`src/rtl/mem_stage.sv`:
```
// mem_stage: memory-access stage of the five-stage MIPS pipeline.
// Passes non-memory results through to write-back with one cycle of latency.
// Runs one req/ack data-bus transaction per aligned load or store, and
// extends the returned load data into the write-back word. Misaligned
// accesses are flagged and never reach the bus.
//
// Ports:
//   clk, rst                       clock, synchronous active-high reset
//   valid_i, wd_i, wreg_i,         execute-stage instruction: destination,
//   wdata_i, mem_op_i,             ALU result/effective address, memory op,
//   mem_wdata_i                    and store operand
//   stall_o                        hold upstream (only combinational output)
//   dbus_req_o, dbus_we_o,         registered data-bus request
//   dbus_addr_o, dbus_be_o,
//   dbus_wdata_o
//   dbus_rdata_i, dbus_ack_i       bus response (rdata valid in ack cycle)
//   wb_valid_o, wb_wd_o,           registered write-back triple
//   wb_wreg_o, wb_wdata_o
//   misalign_o, badvaddr_o         misaligned-access flag and its address
module mem_stage (
    input  logic        clk,
    input  logic        rst,
    input  logic        valid_i,
    input  logic [4:0]  wd_i,
    input  logic        wreg_i,
    input  logic [31:0] wdata_i,
    input  logic [3:0]  mem_op_i,
    input  logic [31:0] mem_wdata_i,
    output logic        stall_o,
    output logic        dbus_req_o,
    output logic        dbus_we_o,
    output logic [31:0] dbus_addr_o,
    output logic [3:0]  dbus_be_o,
    output logic [31:0] dbus_wdata_o,
    input  logic [31:0] dbus_rdata_i,
    input  logic        dbus_ack_i,
    output logic        wb_valid_o,
    output logic [4:0]  wb_wd_o,
    output logic        wb_wreg_o,
    output logic [31:0] wb_wdata_o,
    output logic        misalign_o,
    output logic [31:0] badvaddr_o
);

    localparam logic [3:0] OP_LB  = 4'd1;
    localparam logic [3:0] OP_LBU = 4'd2;
    localparam logic [3:0] OP_LH  = 4'd3;
    localparam logic [3:0] OP_LHU = 4'd4;
    localparam logic [3:0] OP_LW  = 4'd5;
    localparam logic [3:0] OP_SB  = 4'd8;
    localparam logic [3:0] OP_SH  = 4'd9;
    localparam logic [3:0] OP_SW  = 4'd10;

    typedef enum logic {IDLE, BUS} state_t;

    state_t      state, state_next;

    // Instruction captured at accept time for use when the ack returns.
    logic [3:0]  op_q;
    logic [1:0]  lo_q;
    logic [4:0]  wd_q;
    logic        wreg_q;

    // Decode of the incoming instruction.
    logic        is_mem;
    logic        is_store;
    logic        mis;
    logic [3:0]  be;
    logic [31:0] st_data;
    logic        accept;

    logic [7:0]  ld_byte;
    logic [15:0] ld_half;
    logic [31:0] ld_data;

    always_comb begin
        is_mem   = 1'b0;
        is_store = 1'b0;
        mis      = 1'b0;
        be       = '0;
        st_data  = '0;
        case (mem_op_i)
            OP_LB, OP_LBU: begin
                is_mem = 1'b1;
                be     = 4'b0001 << wdata_i[1:0];
            end
            OP_LH, OP_LHU: begin
                is_mem = 1'b1;
                mis    = wdata_i[0];
                be     = wdata_i[1] ? 4'b1100 : 4'b0011;
            end
            OP_LW: begin
                is_mem = 1'b1;
                mis    = |wdata_i[1:0];
                be     = 4'b1111;
            end
            OP_SB: begin
                is_mem   = 1'b1;
                is_store = 1'b1;
                be       = 4'b0001 << wdata_i[1:0];
                st_data  = {4{mem_wdata_i[7:0]}};
            end
            OP_SH: begin
                is_mem   = 1'b1;
                is_store = 1'b1;
                mis      = wdata_i[0];
                be       = wdata_i[1] ? 4'b1100 : 4'b0011;
                st_data  = {2{mem_wdata_i[15:0]}};
            end
            OP_SW: begin
                is_mem   = 1'b1;
                is_store = 1'b1;
                mis      = |wdata_i[1:0];
                be       = 4'b1111;
                st_data  = mem_wdata_i;
            end
            default: ;
        endcase
    end

    assign accept = (state == IDLE) && valid_i && is_mem && !mis;

    // Load alignment: little-endian lane selection from the captured offset.
    always_comb begin
        ld_byte = '0;
        case (lo_q)
            2'd0: ld_byte = dbus_rdata_i[7:0];
            2'd1: ld_byte = dbus_rdata_i[15:8];
            2'd2: ld_byte = dbus_rdata_i[23:16];
            2'd3: ld_byte = dbus_rdata_i[31:24];
            default: ;
        endcase
        ld_half = lo_q[1] ? dbus_rdata_i[31:16] : dbus_rdata_i[15:0];
        ld_data = '0;
        case (op_q)
            OP_LB:   ld_data = {{24{ld_byte[7]}}, ld_byte};
            OP_LBU:  ld_data = {24'd0, ld_byte};
            OP_LH:   ld_data = {{16{ld_half[15]}}, ld_half};
            OP_LHU:  ld_data = {16'd0, ld_half};
            OP_LW:   ld_data = dbus_rdata_i;
            default: ld_data = '0;
        endcase
    end

    always_ff @(posedge clk) begin
        if (rst) state <= IDLE;
        else     state <= state_next;
    end

    // stall_o drops in the ack cycle so upstream advances on that same edge.
    always_comb begin
        state_next = state;
        stall_o    = 1'b0;
        case (state)
            IDLE: begin
                if (accept) begin
                    state_next = BUS;
                    stall_o    = 1'b1;
                end
            end
            BUS: begin
                stall_o = ~dbus_ack_i;
                if (dbus_ack_i) state_next = IDLE;
            end
            default: state_next = IDLE;
        endcase
    end

    always_ff @(posedge clk) begin
        if (rst) begin
            op_q         <= '0;
            lo_q         <= '0;
            wd_q         <= '0;
            wreg_q       <= 1'b0;
            dbus_req_o   <= 1'b0;
            dbus_we_o    <= 1'b0;
            dbus_addr_o  <= '0;
            dbus_be_o    <= '0;
            dbus_wdata_o <= '0;
            wb_valid_o   <= 1'b0;
            wb_wd_o      <= '0;
            wb_wreg_o    <= 1'b0;
            wb_wdata_o   <= '0;
            misalign_o   <= 1'b0;
            badvaddr_o   <= '0;
        end else begin
            case (state)
                IDLE: begin
                    wb_valid_o <= 1'b0;
                    wb_wreg_o  <= 1'b0;
                    misalign_o <= 1'b0;
                    if (valid_i) begin
                        if (!is_mem) begin
                            wb_valid_o <= 1'b1;
                            wb_wd_o    <= wd_i;
                            wb_wreg_o  <= wreg_i;
                            wb_wdata_o <= wdata_i;
                        end else if (mis) begin
                            wb_valid_o <= 1'b1;
                            wb_wd_o    <= wd_i;
                            wb_wdata_o <= '0;
                            misalign_o <= 1'b1;
                            badvaddr_o <= wdata_i;
                        end else begin
                            op_q         <= mem_op_i;
                            lo_q         <= wdata_i[1:0];
                            wd_q         <= wd_i;
                            wreg_q       <= wreg_i;
                            dbus_req_o   <= 1'b1;
                            dbus_we_o    <= is_store;
                            dbus_addr_o  <= {wdata_i[31:2], 2'b00};
                            dbus_be_o    <= be;
                            dbus_wdata_o <= st_data;
                        end
                    end
                end
                BUS: begin
                    wb_valid_o <= 1'b0;
                    misalign_o <= 1'b0;
                    if (dbus_ack_i) begin
                        dbus_req_o <= 1'b0;
                        wb_valid_o <= 1'b1;
                        wb_wd_o    <= wd_q;
                        // dbus_we_o still marks the finished access as a store.
                        wb_wreg_o  <= dbus_we_o ? 1'b0 : wreg_q;
                        wb_wdata_o <= ld_data;
                    end
                end
                default: ;
            endcase
        end
    end

endmodule

```
`config.mk`:
```
export PLATFORM = sky130hd
export DESIGN_NAME = mem_stage
export DESIGN_NICKNAME = d
export VERILOG_FILES = /design/src/rtl/mem_stage.sv
export SDC_FILE = /design/constraint.sdc
export NUM_CORES = 1
export LEC_CHECK = 0
export ABC_AREA = 1
export CORE_AREA = 4 4 152 154
export DETAILED_ROUTE_END_ITERATION = 8
export DIE_AREA = 0 0 156 158
export SYNTH_ARGS = -nofsm -noshare
export SYNTH_HDL_FRONTEND = slang
export SYNTH_SLANG_ARGS = --single-unit
export TNS_END_PERCENT = 20
```
`constraint.sdc`:
```
create_clock -name clk -period 2.25 [get_ports clk]
set_input_delay 0.45 -clock clk [delete_from_list [all_inputs] [get_ports clk]]
set_output_delay 0.45 -clock clk [all_outputs]
set_load 0.05 [all_outputs]
```
# --- Yosys cells after proc, flatten, opt, wreduce, memory -nomap -nowiden ---
# Index checks and enable logic that the tools add are counted.
word_totals:
  out_inout_bits: 143
  regBits: 153
op_classes:
  muxes: 41
  n_eq_ne: 21
  shifts: 1
  bitwise_logic: 3
  reduce_logical: 15
ops:
  columns: ["op", "count"]
  rows:
  - ["$pmux W32 S5", 1]
  - ["$mux W32", 4]
  - ["$pmux W32 S3", 1]
  - ["$pmux W32 S2", 1]
  - ["$pmux W8 S4", 1]
  - ["$mux W5", 4]
  - ["$mux W1", 18]
  - ["$eq A4 B2 Y1 const B", 4]
  - ["$eq A4 B3 Y1 const B", 4]
  - ["$mux W16", 1]
  - ["$pmux W1 S2", 7]
  - ["$eq A4 B4 Y1 const B", 3]
  - ["$pmux W4 S3", 1]
  - ["$reduce_and A4 Y1", 3]
  - ["$pmux W5 S2", 1]
  - ["$reduce_or A3 Y1", 3]
  - ["$eq A4 B1 Y1 const B", 2]
  - ["$ne A2 B2 Y1 const B", 4]
  - ["$reduce_or A8 Y1", 1]
  - ["$eq A2 B2 Y1 const B", 2]
  - ["$mux W4", 1]
  - ["$reduce_or A2 Y1", 2]
  - ["$shl A1 B2 Y4 const A", 1]
  - ["$logic_and A1 B1 Y1", 3]
  - ["other kinds (6)", 8]

# --- Depth between registers and ports, before layout ---
# Gate-level depths: netlist of the first run.
logic_depth:
  word_depth: 7
  ltp_mapped: 14
  mapped_depth_nobuf: 12

# --- Worst setup path after synthesis of the first run ---
# No wires, ideal clock.
synth_path:
  kind: "in2out"
  from: "input mem_op_i[3]"
  to: "output stall_o"
  arrival_ps: 1745
  cell_stages: 11
  setup_slack_ps: 55
  required_time_ps: 1800
  path_cell_list: "buf_4 nor2_1 nand3_1 nand2_1 inv_2 nand2_4 nand2_4 nor2_4 inv_2 buf_2 nand2_1"
synth_between:
  elab_chain_len: 7
  word_cells_on_any_way: 18
  classes_between: "8 x eq/ne; 4 x mux; 6 x reduce/logical"
synth_rtl:
  columns: ["element", "line_no", "source"]
  rows:
  - ["from (decl)", "27", "input logic [3:0] mem_op_i,"]
  - ["$eq A4 B4 Y1, or another cell as far along", "82", "case (mem_op_i)"]
  - ["$reduce_or A3 Y1 (no source line), or another cell as far along", null, null]
  - ["$pmux W1 S2 or $mux W1 (tied branches)", "82", null]
  - ["$logic_not A1 Y1 or $logic_and A1 B1 Y1 (tied branches)", "121", "assign accept = (state == IDLE) && valid_i && is_mem && !mis;"]
  - ["$logic_and A1 B1 Y1 (*)", "121", null]
  - ["$mux W1 (*)", "156", "if (accept) begin"]
  - ["$pmux W1 S2 (*)", "154", "case (state)"]
  - ["to (decl)", "29", "output logic stall_o,"]
# Mark *: on every way between the ends. The rest lies on a longest branch, timed or not.

# --- Final worst setup path of the first run ---
layout_path:
  from: "input mem_op_i[1]"
  to: "output stall_o"
# The elaborated chain is that of the path after synthesis.

==> run_results.csv, run 1 <==
group,metric,value,unit
grt,grt_max_degree,65,
cts,cts_max_level,4,
routing,wirelength_met1,11.07,mm
floorplanning,initial_core_util,34.46,%
yosys,synth-adder-area-share,0,%
layout,finalNonFillerCells,1681,
yosys,synth_compound_area_share,15.20,%
cts,cts.sinks,153,
worst_setup_path,max_stage_delay,0.27,ns
yosys,postSynthCellCount,1134,
placement,dp_cells,1649,
worst_setup_path,worstSetupPathType,"input port to output port",
grt,grt_antenna_before_repair,3,
yosys,synth.yosys.warnings,0,
timing,clock.fmax,461.0,MHz
worst_hold_path,hold_depth,4,
worst_setup_path,timing.rr.end,"wb_wdata_o[6]",
routing,drt_iter0_drc,492,
worst_setup_path,r2r_slack,0.29,ns
routing,route.met2.wl,13.02,mm
worst_setup_path,path_buf_inv,3,
power_and_ir_drop,seqPwrFrac,36.2,%
yosys,synthMuxAreaShare,0,%
floorplanning,core-area,21690,um2
floorplanning,die_w,156,um
power_and_ir_drop,clkPwrFrac,35.9,%
yosys,syn-mean-instance-area,6.590,um2
routing,dr_wl_met3,2.913,mm
routing,routed.top_layer,"met5",
yosys,syn-cell-area,7473,um2
floorplanning,die-area,24650,um2
placement,gp_congestion,0.8901,
worst_setup_path,path_delay_family,"simple AND/OR/NAND/NOR gates",
grt,grt_pass1_wl,42.53,mm
routing,first_pass_iters,5,
timing,fin_skew,0.01019,ns
cts,clkTransAtPathRegs,0.07,ns
layout,drive_above_1_share,8.637,%
cts,cts_tree,"yes",
worst_hold_path,worstHoldEndpoint,"op_q[2]",
timing,maxSlewViolCount,0,
placement,portBuffers,250,
routing,routed_via_density,4.849,
timing,setup_viol,0,
floorplanning,num_rows,54,
timing,tightest_slew,0.5884,ns
grt,first_global_vias,7781,
layout,num-fill-cells,2179,
cts,clkLatencyLatePin,0.43,ns
yosys,synth_top_cell_area_share,40.98,%
worst_hold_path,min_path_type,"input port to flip-flop",
cts,cts_max_path_buffers,2,
power_and_ir_drop,switching_share,35.42,%
grt,grt_use_total,21.96,%
cts,cts-root-buf,"clkbuf_16",
power_and_ir_drop,vdd_drop_max,0.5559,mV
status,outcome,"complete, no violations",
timing,layout_min_cycle_time,2.169,ns
layout,multi_input_area,3701,um2
cts,post-cts-setup-buffers,0,
worst_setup_path,endpoint_kind,"output port",
worst_setup_path,required,1.80,ns
timing,slew_headroom,60.68,%
worst_hold_path,hold_start,"mem_op_i[2]",
cts,hold_buffers,0,
yosys,synth_seq_area_share,40.98,%
power_and_ir_drop,finalPower,8.300,mW
power_and_ir_drop,intPower,5.360,mW
yosys,synth.ff_latch_count,153,
job,cap_violations,0,
yosys,synth-xor-area-share,0,%
layout,utilization,51.33,%
yosys,yosys.area_share.simple,34.15,%
floorplanning,io-pin-count,253,
worst_setup_path,r2r_start,"op_q[1]",
yosys,synth_area_leaders,"dfxtp_1 41%, nand2_1 17%, a21oi_1 8.0%, nor2_1 5.8%, nand3_1 5.2%",
worst_setup_path,worstPathArrival,1.72,ns
worst_setup_path,reg2reg_depth,11,
yosys,synth_top_cell_by_area,"dfxtp_1",
worst_setup_path,crit_path_max_fanout,5,
yosys,ys_types,27,
timing,rsz0062_at_grt,"yes",
worst_setup_path,crit_chain,"dlygate4sd2_1, nor2_1, nand2_1, nand2_4, nor2_4, nand2_4, nand2_4, nor2_4, inv_2, nand2_1, buf_12",
layout,seqCellArea,3063,um2
yosys,synth_top_family_by_area,"simple AND/OR/NAND/NOR gates",
power_and_ir_drop,p_sw,2.940,mW
routing,wl,27.69,mm
layout,synthToLayoutAreaGrowth,48.95,%
worst_setup_path,startpoint_type,"input port",
routing,wl_per_cell,16.47,um
power_and_ir_drop,power.density,745.6,nW/um2
worst_setup_path,cpMostUsedCell,"nand2_4",
routing,num_vias,8151,
routing,ant_nets,0,
cts,numCtsBuffers,17,
routing,drc_errors,0,
timing,hold_viol,0,
placement,place_hpwl,20.59,mm
floorplanning,die-height,158,um
layout,fin_nets,1498,
worst_setup_path,slowest_stage,"dlygate4sd2_1",
power_and_ir_drop,p_leak,4.923,nW
grt,grt_overflow,0,
layout,diodes,0,
power_and_ir_drop,combPwrFrac,27.9,%
timing,min_period_over_period,96.42,%
==> per-layer routing <==
metal  up-vias  track usage (%)
met1      3650            26.10
li1       4151                -
met5         -                0
met2       304            37.26
met4         6            6.794
met3        40            7.791
==> cell families (layout without fill, tap and decap cells) <==
| group | Yosys count | after routing |
|---|---|---|
| other | 1 | 2 |
| AOI/OAI and AO/OA | 226 | 226 |
| DFF | 153 | 153 |
| buffers and inverters | 163 | 429 |
| and+or+nand+nor | 591 | 591 |
==> cell usage in the layout, fill, tap and decap left out, types with 4 or more instances in the layout <==
master	instances
a21oi_1	119
buf_12	11
buf_4	47
clkbuf_16	17
clkdlybuf4s50_1	243
clkinv_8	6
dfxtp_1	153
inv_1	80
inv_2	8
nand2_1	339
nand2_2	4
nand2_4	5
nand3_1	78
nand3b_1	34
nand4_1	7
nor2_1	114
nor2_4	5
o21ai_0	71
o21ai_1	34
==> sequential cells by signal, summed over array words and instances (netlist names), 4 cells and up <==
register,flops
dbus_wdata_o,32
wb_wd_o,5
op_q,4
wd_q,5
badvaddr_o,32
wb_wdata_o,32
dbus_be_o,4
dbus_addr_o,30
==> worst max path at each step <==
stage / from / end / slack, ns / depth (start not counted)
final: mem_op_i[1] / stall_o / 0.08 / 11
after detailed placement: mem_op_i[0] / badvaddr_o[14] / -0.28 / 13
after CTS: mem_op_i[3] / stall_o / 0.01 / 12
after floorplan: mem_op_i[3] / stall_o / 0.06 / 11
after global routing: mem_op_i[1] / stall_o / -0.03 / 11
after global placement: mem_op_i[0] / stall_o / -0.25 / 12
==> power groups by stage <==
| stage | Clock (mW) | Combinational (mW) | Sequential (mW) |
|---|---|---|---|
| 2_1_floorplan | 0 | 0.815 | 3.64 |
| 4_1_cts | 3.04 | 2.33 | 3.00 |
| 3_5_place_dp | 0 | 2.32 | 3.06 |
| 5_1_grt | 3.14 | 2.50 | 3.02 |
| 3_3_place_gp | 0 | 2.31 | 3.06 |
| 6_report | 2.98 | 2.32 | 3.00 |
==> final cells by class <==
class	instances	area share, %
Multi-Input combinational cell	819	33.25
Sequential cell	153	27.51
Timing Repair Buffer	306	27.32
Clock buffer	17	3.822
Tap cell	280	3.147
Inverter	91	3.125
Clock inverter	15	1.821
==> per-stage QoR <==
step / hold WS (ns) / setup TNS, ns / area (um2) / setup WS (ns)
finish: 0.4154 / 0 / 11130 / 0.08059
CTS: 0.4634 / 0 / 11130 / 0.01270
detailed placement: 0.4514 / -28.15 / 10510 / -0.2764
floorplan: 0.4401 / 0 / 7477 / 0.05506
global placement: 0.4487 / -22.31 / 10510 / -0.2473
global route: 0.4498 / -0.02603 / 11130 / -0.02603
==> Yosys cell counts, drive strengths merged <==
| library cell | number |
|---|---|
| a21oi | 119 |
| a31oi | 1 |
| and2 | 1 |
| buf | 42 |
| clkbuf | 30 |
| clkinv | 2 |
| conb | 1 |
| dfxtp | 153 |
| inv | 89 |
| nand2 | 348 |
| nand3 | 78 |
| nand3b | 34 |
| nand4 | 7 |
| nor2 | 120 |
| nor3 | 1 |
| o21ai | 106 |
| or2 | 2 |
==> repair_timing <==
item	in CTS	in global routing
endpoints found under the setup margin	1	8
gates cloned	0	0
gates resized for setup	5	9
==> worst register-to-register path: stages, from the launching register on <==
cell and delay (ns):
dfxtp_1 0.39, nor2_1 0.08, nand2_1 0.22, clkinvlp_4 0.47
nand2_1 0.19, nand2_1 0.06, nor2_1 0.16, nor2_1 0.07
nor2_1 0.08, nand2_1 0.06, nand2_1 0.05, nor2_1 0.04
(Power assumes the default switching activity.)
==> run 2, diff against run 1 <==
--- a/config.mk
+++ b/config.mk
@@ -6,6 +6,7 @@
 export NUM_CORES = 1
 export LEC_CHECK = 0
 export ABC_AREA = 1
+export CAP_MARGIN = 15
 export CORE_AREA = 4 4 152 154
 export DETAILED_ROUTE_END_ITERATION = 8
 export DIE_AREA = 0 0 156 158
==> results of run 2 <==
Same layout as run 1: the final DEF is identical, and so are final timing and power.
